[config.mk]
export PLATFORM = sky130hd
export DESIGN_NAME = unary_add_seq
export DESIGN_NICKNAME = d
export VERILOG_FILES = /design/src/rtl/unary_pkg.sv /design/src/rtl/unary_stream_gen.sv /design/src/rtl/unary_add_seq.sv
export SDC_FILE = /design/constraint.sdc
export NUM_CORES = 1
export LEC_CHECK = 0
export ABC_AREA = 1
export CORE_MARGIN = 2
export CORE_UTILIZATION = 30
export DETAILED_ROUTE_END_ITERATION = 16
export PLACE_DENSITY = 0.62
export SLEW_MARGIN = 10
export SYNTH_ARGS = -nofsm -noshare
export SYNTH_HDL_FRONTEND = slang
export SYNTH_SLANG_ARGS = --single-unit
[constraint.sdc]
create_clock -name clk -period 2.3 [get_ports clk]
set_clock_uncertainty 0.05 [all_clocks]
set_input_delay 0.23 -clock clk [delete_from_list [all_inputs] [get_ports clk]]
set_output_delay 0.23 -clock clk [all_outputs]
set_load 0.05 [all_outputs]
[src/rtl/unary_pkg.sv]
// Shared definitions for the unary adder sequencer: FSM state encoding,
// default sizing constants and the operand clamp helper.
package unary_pkg;

    // Default operand width and bitstream length
    localparam int UNARY_CNT_W      = 4;
    localparam int UNARY_STREAM_LEN = 15;

    // Sequencer phases: wait for operands, accumulate, emit, hold result
    typedef enum logic [1:0] {
        IDLE  = 2'd0,
        READ  = 2'd1,
        WRITE = 2'd2,
        DONE  = 2'd3
    } unary_state_e;

    // A count can never exceed the number of cycles in the stream
    function automatic int unsigned clamp_count(int unsigned value, int unsigned limit);
        return (value > limit) ? limit : value;
    endfunction

endpackage

[src/rtl/unary_stream_gen.sv]
// Thermometer bit generator: the stream is high while the shared phase
// counter is below the latched count, so a count of n gives n leading ones.
module unary_stream_gen #(
    parameter int CNT_W = 4,
    parameter int IDX_W = 4
) (
    input  logic             en_i,
    input  logic [CNT_W-1:0] count_i,
    input  logic [IDX_W-1:0] idx_i,
    output logic             bit_o
);

    // Compare at a common width so CNT_W and IDX_W may differ
    always_comb begin
        bit_o = en_i && (32'(idx_i) < 32'(count_i));
    end

endmodule

[src/rtl/unary_add_seq.sv]
// Sequencer driving one serial unary adder from binary operands.
// Accepts an operand pair, streams both as thermometer codes through the
// adder's read phase, then counts the ones it emits in the write phase.
// Optional feature: define UNARY_SEQ_ABORT_EN to add the abort input.
module unary_add_seq
    import unary_pkg::*;
#(
    parameter int CNT_W      = UNARY_CNT_W,
    parameter int STREAM_LEN = UNARY_STREAM_LEN,
    parameter int DOUT_LAT   = 1
) (
    input  logic             clk,
    input  logic             rst_n,
    input  logic             op_valid,
    output logic             op_ready,
    input  logic [CNT_W-1:0] op_a,
    input  logic [CNT_W-1:0] op_b,
    output logic             res_valid,
    input  logic             res_ready,
    output logic [CNT_W:0]   res_sum,
    output logic             res_ovf,
    output logic             add_rst_n,
    output logic             add_en,
    output logic             add_rw,
    output logic             add_a,
    output logic             add_b,
    input  logic             add_dout,
    input  logic             add_c
`ifdef UNARY_SEQ_ABORT_EN
    ,
    input  logic             abort
`endif
);

    // The counter must reach the last write-phase index
    localparam int CTR_W = (STREAM_LEN + DOUT_LAT > 1) ? $clog2(STREAM_LEN + DOUT_LAT) : 1;
    localparam logic [CTR_W-1:0] READ_LAST   = CTR_W'(STREAM_LEN - 1);
    localparam logic [CTR_W-1:0] WRITE_LAST  = CTR_W'(STREAM_LEN + DOUT_LAT - 1);
    localparam logic [CTR_W-1:0] FIRST_VALID = CTR_W'(DOUT_LAT);

    unary_state_e     state_q, state_d;
    logic [CTR_W-1:0] ctr_q, ctr_d;
    logic [CNT_W-1:0] a_q, a_d;
    logic [CNT_W-1:0] b_q, b_d;
    logic [CNT_W:0]   sum_q, sum_d;
    logic             ovf_q, ovf_d;
    logic             op_ready_q, op_ready_d;
    logic             res_valid_q, res_valid_d;
    logic             add_rst_n_q, add_rst_n_d;
    logic             add_en_q, add_en_d;
    logic             add_rw_q, add_rw_d;
    logic             add_a_q, add_a_d;
    logic             add_b_q, add_b_d;
    logic             abort_hit;

`ifdef UNARY_SEQ_ABORT_EN
    assign abort_hit = abort;
`else
    assign abort_hit = 1'b0;
`endif

    // Phase sequencing, operand capture and write-phase result accumulation
    always_comb begin
        // NOTE: every variable gets a default first so no path leaves it unassigned (no latches).
        state_d = state_q;
        ctr_d   = ctr_q;
        a_d     = a_q;
        b_d     = b_q;
        sum_d   = sum_q;
        ovf_d   = ovf_q;
        unique case (state_q)
            IDLE: begin
                if (op_valid && op_ready_q) begin
                    a_d     = CNT_W'(clamp_count(32'(op_a), 32'(STREAM_LEN)));
                    b_d     = CNT_W'(clamp_count(32'(op_b), 32'(STREAM_LEN)));
                    sum_d   = '0;
                    ovf_d   = 1'b0;
                    ctr_d   = '0;
                    state_d = READ;
                end
            end
            READ: begin
                if (abort_hit) begin
                    ctr_d   = '0;
                    state_d = IDLE;
                end else if (ctr_q == READ_LAST) begin
                    ctr_d   = '0;
                    state_d = WRITE;
                end else begin
                    ctr_d = ctr_q + CTR_W'(1);
                end
            end
            WRITE: begin
                ovf_d = ovf_q | add_c;
                // Bits before the adder's output latency has elapsed are not data
                if ((ctr_q >= FIRST_VALID) && add_dout) begin
                    sum_d = sum_q + (CNT_W + 1)'(1);
                end
                if (abort_hit) begin
                    ctr_d   = '0;
                    state_d = IDLE;
                end else if (ctr_q == WRITE_LAST) begin
                    ctr_d   = '0;
                    state_d = DONE;
                end else begin
                    ctr_d = ctr_q + CTR_W'(1);
                end
            end
            DONE: begin
                if (res_ready) begin
                    state_d = IDLE;
                end
            end
            default: state_d = IDLE;
        endcase
    end

    // Thermometer bits for the cycle being entered, registered with the state
    unary_stream_gen #(.CNT_W(CNT_W), .IDX_W(CTR_W)) u_gen_a (
        .en_i    (state_d == READ),
        .count_i (a_d),
        .idx_i   (ctr_d),
        .bit_o   (add_a_d)
    );

    unary_stream_gen #(.CNT_W(CNT_W), .IDX_W(CTR_W)) u_gen_b (
        .en_i    (state_d == READ),
        .count_i (b_d),
        .idx_i   (ctr_d),
        .bit_o   (add_b_d)
    );

    // Output values are decoded from the next state so every output is a flop
    always_comb begin
        op_ready_d  = (state_d == IDLE);
        res_valid_d = (state_d == DONE);
        add_rst_n_d = (state_d != IDLE);
        add_en_d    = (state_d == READ) || (state_d == WRITE);
        add_rw_d    = (state_d == WRITE);
    end

    // State and output registers
    always_ff @(posedge clk or negedge rst_n) begin
        if (!rst_n) begin
            state_q     <= IDLE;
            ctr_q       <= '0;
            a_q         <= '0;
            b_q         <= '0;
            sum_q       <= '0;
            ovf_q       <= 1'b0;
            op_ready_q  <= 1'b1;
            res_valid_q <= 1'b0;
            add_rst_n_q <= 1'b0;
            add_en_q    <= 1'b0;
            add_rw_q    <= 1'b0;
            add_a_q     <= 1'b0;
            add_b_q     <= 1'b0;
        end else begin
            // NOTE: non-blocking so every flop samples pre-edge values regardless of statement order.
            state_q     <= state_d;
            ctr_q       <= ctr_d;
            a_q         <= a_d;
            b_q         <= b_d;
            sum_q       <= sum_d;
            ovf_q       <= ovf_d;
            op_ready_q  <= op_ready_d;
            res_valid_q <= res_valid_d;
            add_rst_n_q <= add_rst_n_d;
            add_en_q    <= add_en_d;
            add_rw_q    <= add_rw_d;
            add_a_q     <= add_a_d;
            add_b_q     <= add_b_d;
        end
    end

    assign op_ready  = op_ready_q;
    assign res_valid = res_valid_q;
    assign res_sum   = sum_q;
    assign res_ovf   = ovf_q;
    assign add_rst_n = add_rst_n_q;
    assign add_en    = add_en_q;
    assign add_rw    = add_rw_q;
    assign add_a     = add_a_q;
    assign add_b     = add_b_q;

endmodule

==> results of run 1 <==
## power by group through the flow
stage	logic, mW	clock network [mW]	registers [mW]
global placement	1.28	0	0.807
CTS	1.32	0.276	0.799
floorplan	0.688	0	1.05
global route	1.49	0.291	0.823
detailed placement	1.31	0	0.807
finish	1.29	0.268	0.795
## state kept, by name (all words and copies together), names as in the netlist
name	flops
res_valid	1
add_en	1
b_q	4
add_rw	1
res_sum	5
add_b	1
op_ready	1
res_ovf	1
add_rst_n	1
a_q	4
add_a	1
ctr_q	4
state_q	2
## cells by family after synthesis
group | synth area share
xor+xnor | 0.0305
compound gates | 0.0548
buf+inv | 0.0783
simple gates | 0.228
flops | 0.471
mux | 0.00696
fa+ha+maj | 0.131
## layout make-up
| class | instances | share of cell area |
|---|---|---|
| Tap cell | 54 | 0.0372 |
| Clock buffer | 3 | 0.0227 |
| Timing Repair Buffer | 28 | 0.152 |
| Inverter | 27 | 0.0558 |
| Multi-Input combinational cell | 105 | 0.357 |
| Sequential cell | 27 | 0.373 |
| Clock inverter | 1 | 0.00276 |
## layer usage
| layer | share of wire | up-vias | routed length (um) | track usage |
|---|---|---|---|---|
| met3 | 0.059 | 2 | 165 | 0.0221 |
| met2 | 0.42 | 26 | 1200 | 0.174 |
| met1 | 0.51 | 495 | 1430 | 0.158 |
| li1 | - | 562 | - | - |
| met4 | 0.0085 | 0 | 24 | 0.0370 |
| met5 | 0 | - | 0 | 0 |
## cell usage in the layout, fill, tap and decap left out, drive strengths merged, types with 2 or more instances in the layout
master,synthesis,layout
nand3b,2,2
dfrtp,26,26
nor2,12,12
buf,1,2
clkdlybuf4s50,0,26
a21oi,4,4
xor2,5,5
o21ai,10,10
or2,6,6
inv,27,27
nand2,36,36
clkbuf,0,3
nand3,13,13
ha,15,15
## metrics by stage
stage / util / cell area (um^2)
final: 0.390 / 1820
after floorplan: - / 1440
after CTS: 0.390 / 1820
after detailed placement: 0.380 / 1770
after global placement: 0.380 / 1770
after global routing: 0.390 / 1820
## worst paths after layout
| kind | endpoint | slack, ns | cells after the start |
|---|---|---|---|
| max | add_a$_DFF_PN0_ | 0.28 | 10 |
| min | res_sum[0]$_DFFE_PN0P_ | 0.27 | 2 |
| max reg2reg | add_a$_DFF_PN0_ | 0.28 | 10 |
| min reg2reg | b_q[0]$_DFF_PN0_ | 0.44 | 2 |
| max in group asynchronous | op_ready$_DFF_PN1_ | 1.63 | 2 |
| min in group clk | b_q[0]$_DFF_PN0_ | 0.44 | 2 |
## worst max-delay path, delay by kind of cell, from the launching register on
family                   cells  cell delay [ns]
buffers and inverters        1             0.12
adder cells (fa/ha/maj)      2             0.50
flip-flops                   1             0.46
AO/OA/AOI/OAI                2             0.38
AND/OR/NAND/NOR              5             0.44
==> flow_summary.yaml, run 1 <==
pwr:
  p_sw_mw: 1.09
  power_frac_clock: 0.114
  p_int_mw: 1.27
  ir_drop_uv: 546
  seq_power_share: 0.338
  swShare: 0.461
  p_comb_frac: 0.548
  power_mw: 2.36
  power_density_nw_per_um2: 1300
  power_leakage_nw: 0.926
clock_tree:
  clk_pin_slew_ns: 0.09
  cts_hold_buf: 0
  cts_buffer_depth: 2
  postCtsSetupBuffers: 0
  cts_tree: "yes"
  cts-root-buf: "clkbuf_8"
  cts_sinks: 27
  cts.repair.resized: 0
  clk_latency_ns: 0.27
  cts_made_buffers: 3
  h-tree-depth: 1
sta:
  whs_ns: 0.269
  maxSlewHeadroom: 0.662
  setup_violations: 0
  timing.fmax_mhz: 494
  layout_setup_ws_ns: 0.276
  hold_viol: 0
  fin_crit_sh: 0.880
  worstMarginPinSlew_ns: 0.506
  rsz0062_at_grt: "false"
  drv_slew: 0
  min_period_ns: 2.02
  tns_ns: 0
routing:
  firstDrtPassIters: 4
  totalWireLength_um: 2820
  wire_per_inst_um: 11.5
  drcViolationCount: 0
  vias: 1085
  dr.first_iter.drc_count: 49
  drt.antenna.violating_nets: 0
  via_per_inst: 4.43
worst_setup_path:
  critPathKind: "flop to flop"
  r2r_start: "ctr_q[0]$_DFF_PN0_"
  path_cells: "inv_1 > ha_1 > nand3_1 > nand2_1 > nand2_1 > a22o_1 > ha_1 > nand2_1 > nand3b_1 > a21oi_1"
  crit_start: "ctr_q[0]$_DFF_PN0_"
  cp.arrival_ns: 2.17
  slowest_delay_ns: 0.46
  critical_path.startpoint_type: "flop"
  critPathRequiredTime_ns: 2.45
  crit_path_end_kind: "flop"
  path_max_fanout: 6
  cpMostUsedCell: "nand2_1"
  slowest_stage: "dfrtp_1"
floorplanning:
  rows: 25
  coreArea_um2: 4660
  die_y_um: 73.2
  die_w_um: 73.2
  start_util: 0.308
  pin_count: 27
  die-area_um2: 5360
finish:
  fin_nets: 221
  regArea_um2: 677
  nFillCells: 480
  antennaDiodeCount: 0
  final_cells: 245
  drive_gt1_frac: 0.120
  multi_input_area_um2: 648
  area_growth_pct: 26.3
synth:
  synth.avg_cell_area_um2: 8.99
  synthTopCellsByCount: "30 x nand2_1, 26 x dfrtp_1, 20 x inv_1"
  ys_seq_elements: 27
  syn_nets: 189
  synthDistinctLibCells: 21
  synth.most_common_cell: "nand2_1"
  yosysWarnings: 0
  synth_top_area_cell: "dfrtp_1"
  syn_area_um2: 1440
  ys_top_cells_by_area: "dfrtp_1 45%, ha_1 13%, nand2_1 7.8%"
  ys.flop_type: "dfrtp_1"
  postSynth.asyncResetShare: 1.00
  postSynthCellCount: 160
  synth-seq-area-share: 0.471
  yosysTopAreaCellShare: 0.453
  synth-edff-count: 0
placement:
  portBuffers: 26
  dp_cells: 241
  place.gp.congestion: 0.757
  dpl.hpwl_um: 2130
  pre_cts_slack_ns: 0.269
global_routing:
  grt_max_degree: 28
  grt_pass1_wl_um: 4660
  antenna_found_initial: 0
  grt_util_all_layers: 0.113
  overflow: 0
  grt_pass1_vias: 1024
flow_run:
  cap_violations: 0
outcome:
  status: "complete, no violations"
hold_path:
  hp-class: "primary input to asynchronous set/reset pin"
(Power assumes the default switching activity.)
==> run 2, diff against run 1 <==
--- a/config.mk
+++ b/config.mk
@@ -6,7 +6,6 @@
 export NUM_CORES = 1
 export LEC_CHECK = 0
 export ABC_AREA = 1
-export CORE_MARGIN = 2
 export CORE_UTILIZATION = 30
 export DETAILED_ROUTE_END_ITERATION = 16
 export PLACE_DENSITY = 0.62
==> run 2 against run 1 <==
Net effect:
- the flow now finishes with violations (design-rule violations)
- clock power about the same
- combinational power about the same
- fmax up 3.1%
- flip-flop and latch count unchanged
- cell area down 0.14%
- sequential share of layout area up 0.051 points
- core utilization up 1.6 points
- routed wire length down 5.4%
- count of clock-buffer cells in the layout unchanged
- first-iteration DRC count down 49%
- die area down 5.4%
- worst hold slack better by 0.0056 ns
- critical endpoint is now add_b$_DFF_PN0_
- largest power group unchanged
==> flow_summary.yaml, run 2 (same netlist as run 1, synthesis figures left out) <==
outcome:
  status: "complete, but fails checks"
  violations: "design-rule violations"
finish:
  nFillCells: 461
  drive_gt1_frac: 0.120
  multi_input_area_um2: 648
  largest_reg_flops: 5
  final_common_cell: "nand2_1"
  final_cells: 243
  area_growth_pct: 26.1
  regArea_um2: 677
  antennaDiodeCount: 0
  final_cell_mix: "30 x nand2_1, 26 x dfrtp_1, 26 x clkdlybuf4s50_1, 20 x inv_1, 15 x ha_1"
  fin_nets: 221
global_routing:
  antenna_found_initial: 0
  grt_pass1_vias: 1039
  grt_max_degree: 28
  grt_pass1_wl_um: 4770
  grt_util_all_layers: 0.122
  overflow: 0
pwr:
  ir_drop_uv: 480
  power_leakage_nw: 0.926
  power_mw: 2.34
  power_density_nw_per_um2: 1290
floorplanning:
  coreArea_um2: 4470
  die-area_um2: 5070
  die_w_um: 71.2
  rows: 24
  start_util: 0.321
  pin_count: 27
  die_y_um: 71.2
sta:
  hold_viol: 0
  maxSlewHeadroom: 0.666
  setup_violations: 0
  fin_crit_sh: 0.854
  timing.fmax_mhz: 509
  worstMarginPinSlew_ns: 0.500
  min_period_ns: 1.96
  rsz0062_at_grt: "false"
  tns_ns: 0
  drv_slew: 0
routing:
  drt.antenna.violating_nets: 0
  dr.first_iter.drc_count: 25
  drcViolationCount: 1
  vias: 1068
  totalWireLength_um: 2670
  via_per_inst: 4.40
  met2_length_um: 1180
  wl_met3_um: 128
  top_layer_used: "met4"
  wl_met1_um: 1340
  firstDrtPassIters: 10
  wire_per_inst_um: 11.0
worst_setup_path:
  reg2reg_slack_ns: 0.34
  path_max_fanout: 6
  cp.arrival_ns: 2.12
  slowest_stage: "dfrtp_1"
  cpMostUsedCell: "nand2_1"
  critPathKind: "flop to flop"
  r2r_start: "ctr_q[0]$_DFF_PN0_"
  r2r_end: "add_b$_DFF_PN0_"
  critPathRequiredTime_ns: 2.46
  path_cells: "inv_1 > ha_1 > nand3_1 > nand2_1 > nand2_1 > a22o_1 > ha_1 > nand2_1 > nand3b_1 > a21oi_1"
  crit_path_end_kind: "flop"
  rr_worst_depth: 10
  critical_path.startpoint_type: "flop"
  slowest_delay_ns: 0.46
hold_path:
  hp-class: "primary input to asynchronous set/reset pin"
clock_tree:
  cts-root-buf: "clkbuf_8"
  cts.repair.resized: 0
  clk_latency_ns: 0.28
  cts_made_buffers: 3
  clk_pin_slew_ns: 0.10
  cts_buffer_depth: 2
  h-tree-depth: 1
  postCtsSetupBuffers: 0
  cts_hold_buf: 0
  cts_sinks: 27
  cts_tree: "yes"
placement:
  portBuffers: 26
  dpl.hpwl_um: 1980
  dp_cells: 239
  place.gp.congestion: 0.785
flow_run:
  cap_violations: 0
## run 2: final cells by class
class / count / area share
Clock inverter: 1 / 0.00276
Multi-Input combinational cell: 105 / 0.357
Sequential cell: 27 / 0.373
Inverter: 27 / 0.0559
Timing Repair Buffer: 28 / 0.152
Clock buffer: 3 / 0.0228
Tap cell: 52 / 0.0359
## run 2: how the worst max path moves through the flow
stage                            start              end  slack (ns)  cells past startpoint
finish              ctr_q[0]$_DFF_PN0_  add_b$_DFF_PN0_        0.34                     10
global route        ctr_q[0]$_DFF_PN0_  add_a$_DFF_PN0_        0.14                     11
CTS                 ctr_q[0]$_DFF_PN0_  add_a$_DFF_PN0_        0.31                     10
detailed placement            op_valid  add_a$_DFF_PN0_        0.34                     10
global placement              op_valid  add_a$_DFF_PN0_        0.37                     11
floorplan           op_ready$_DFF_PN1_  add_a$_DFF_PN0_        0.42                      9
## run 2: power by group
group / switching [mW] / leakage (nW) / internal (mW) / total, mW
registers: 0.121 / 0.332 / 0.670 / 0.792
logic: 0.797 / 0.568 / 0.478 / 1.28
clock network: 0.150 / 0.0255 / 0.121 / 0.271
total: 1.07 / 0.926 / 1.27 / 2.34
## run 2: per-stage QoR
step                      area [um^2]   util  hold WS [ns]  setup WS, ns
after floorplan                  1440      -        -0.116         0.425
after global placement           1770  0.395         0.418         0.365
after detailed placement         1770  0.395         0.419         0.336
after CTS                        1810  0.405         0.287         0.312
after global routing             1810  0.405         0.300         0.143
final                            1810  0.405         0.275         0.336
## run 2: worst max-delay path: cells and delay by family, from the launching register on
| kind | cells | cell delay, ns |
|---|---|---|
| adder cells (fa/ha/maj) | 2 | 0.49 |
| flip-flops | 1 | 0.46 |
| AND/OR/NAND/NOR | 5 | 0.43 |
| AO/OA/AOI/OAI | 2 | 0.37 |
| buffers and inverters | 1 | 0.11 |
## run 2: routing by layer
metal  GRT usage  vias to the layer above
met3      0.0366                        2
met1       0.168                      484
met5           0                        -
met4      0.0133                        0
li1            -                      561
met2       0.196                       21
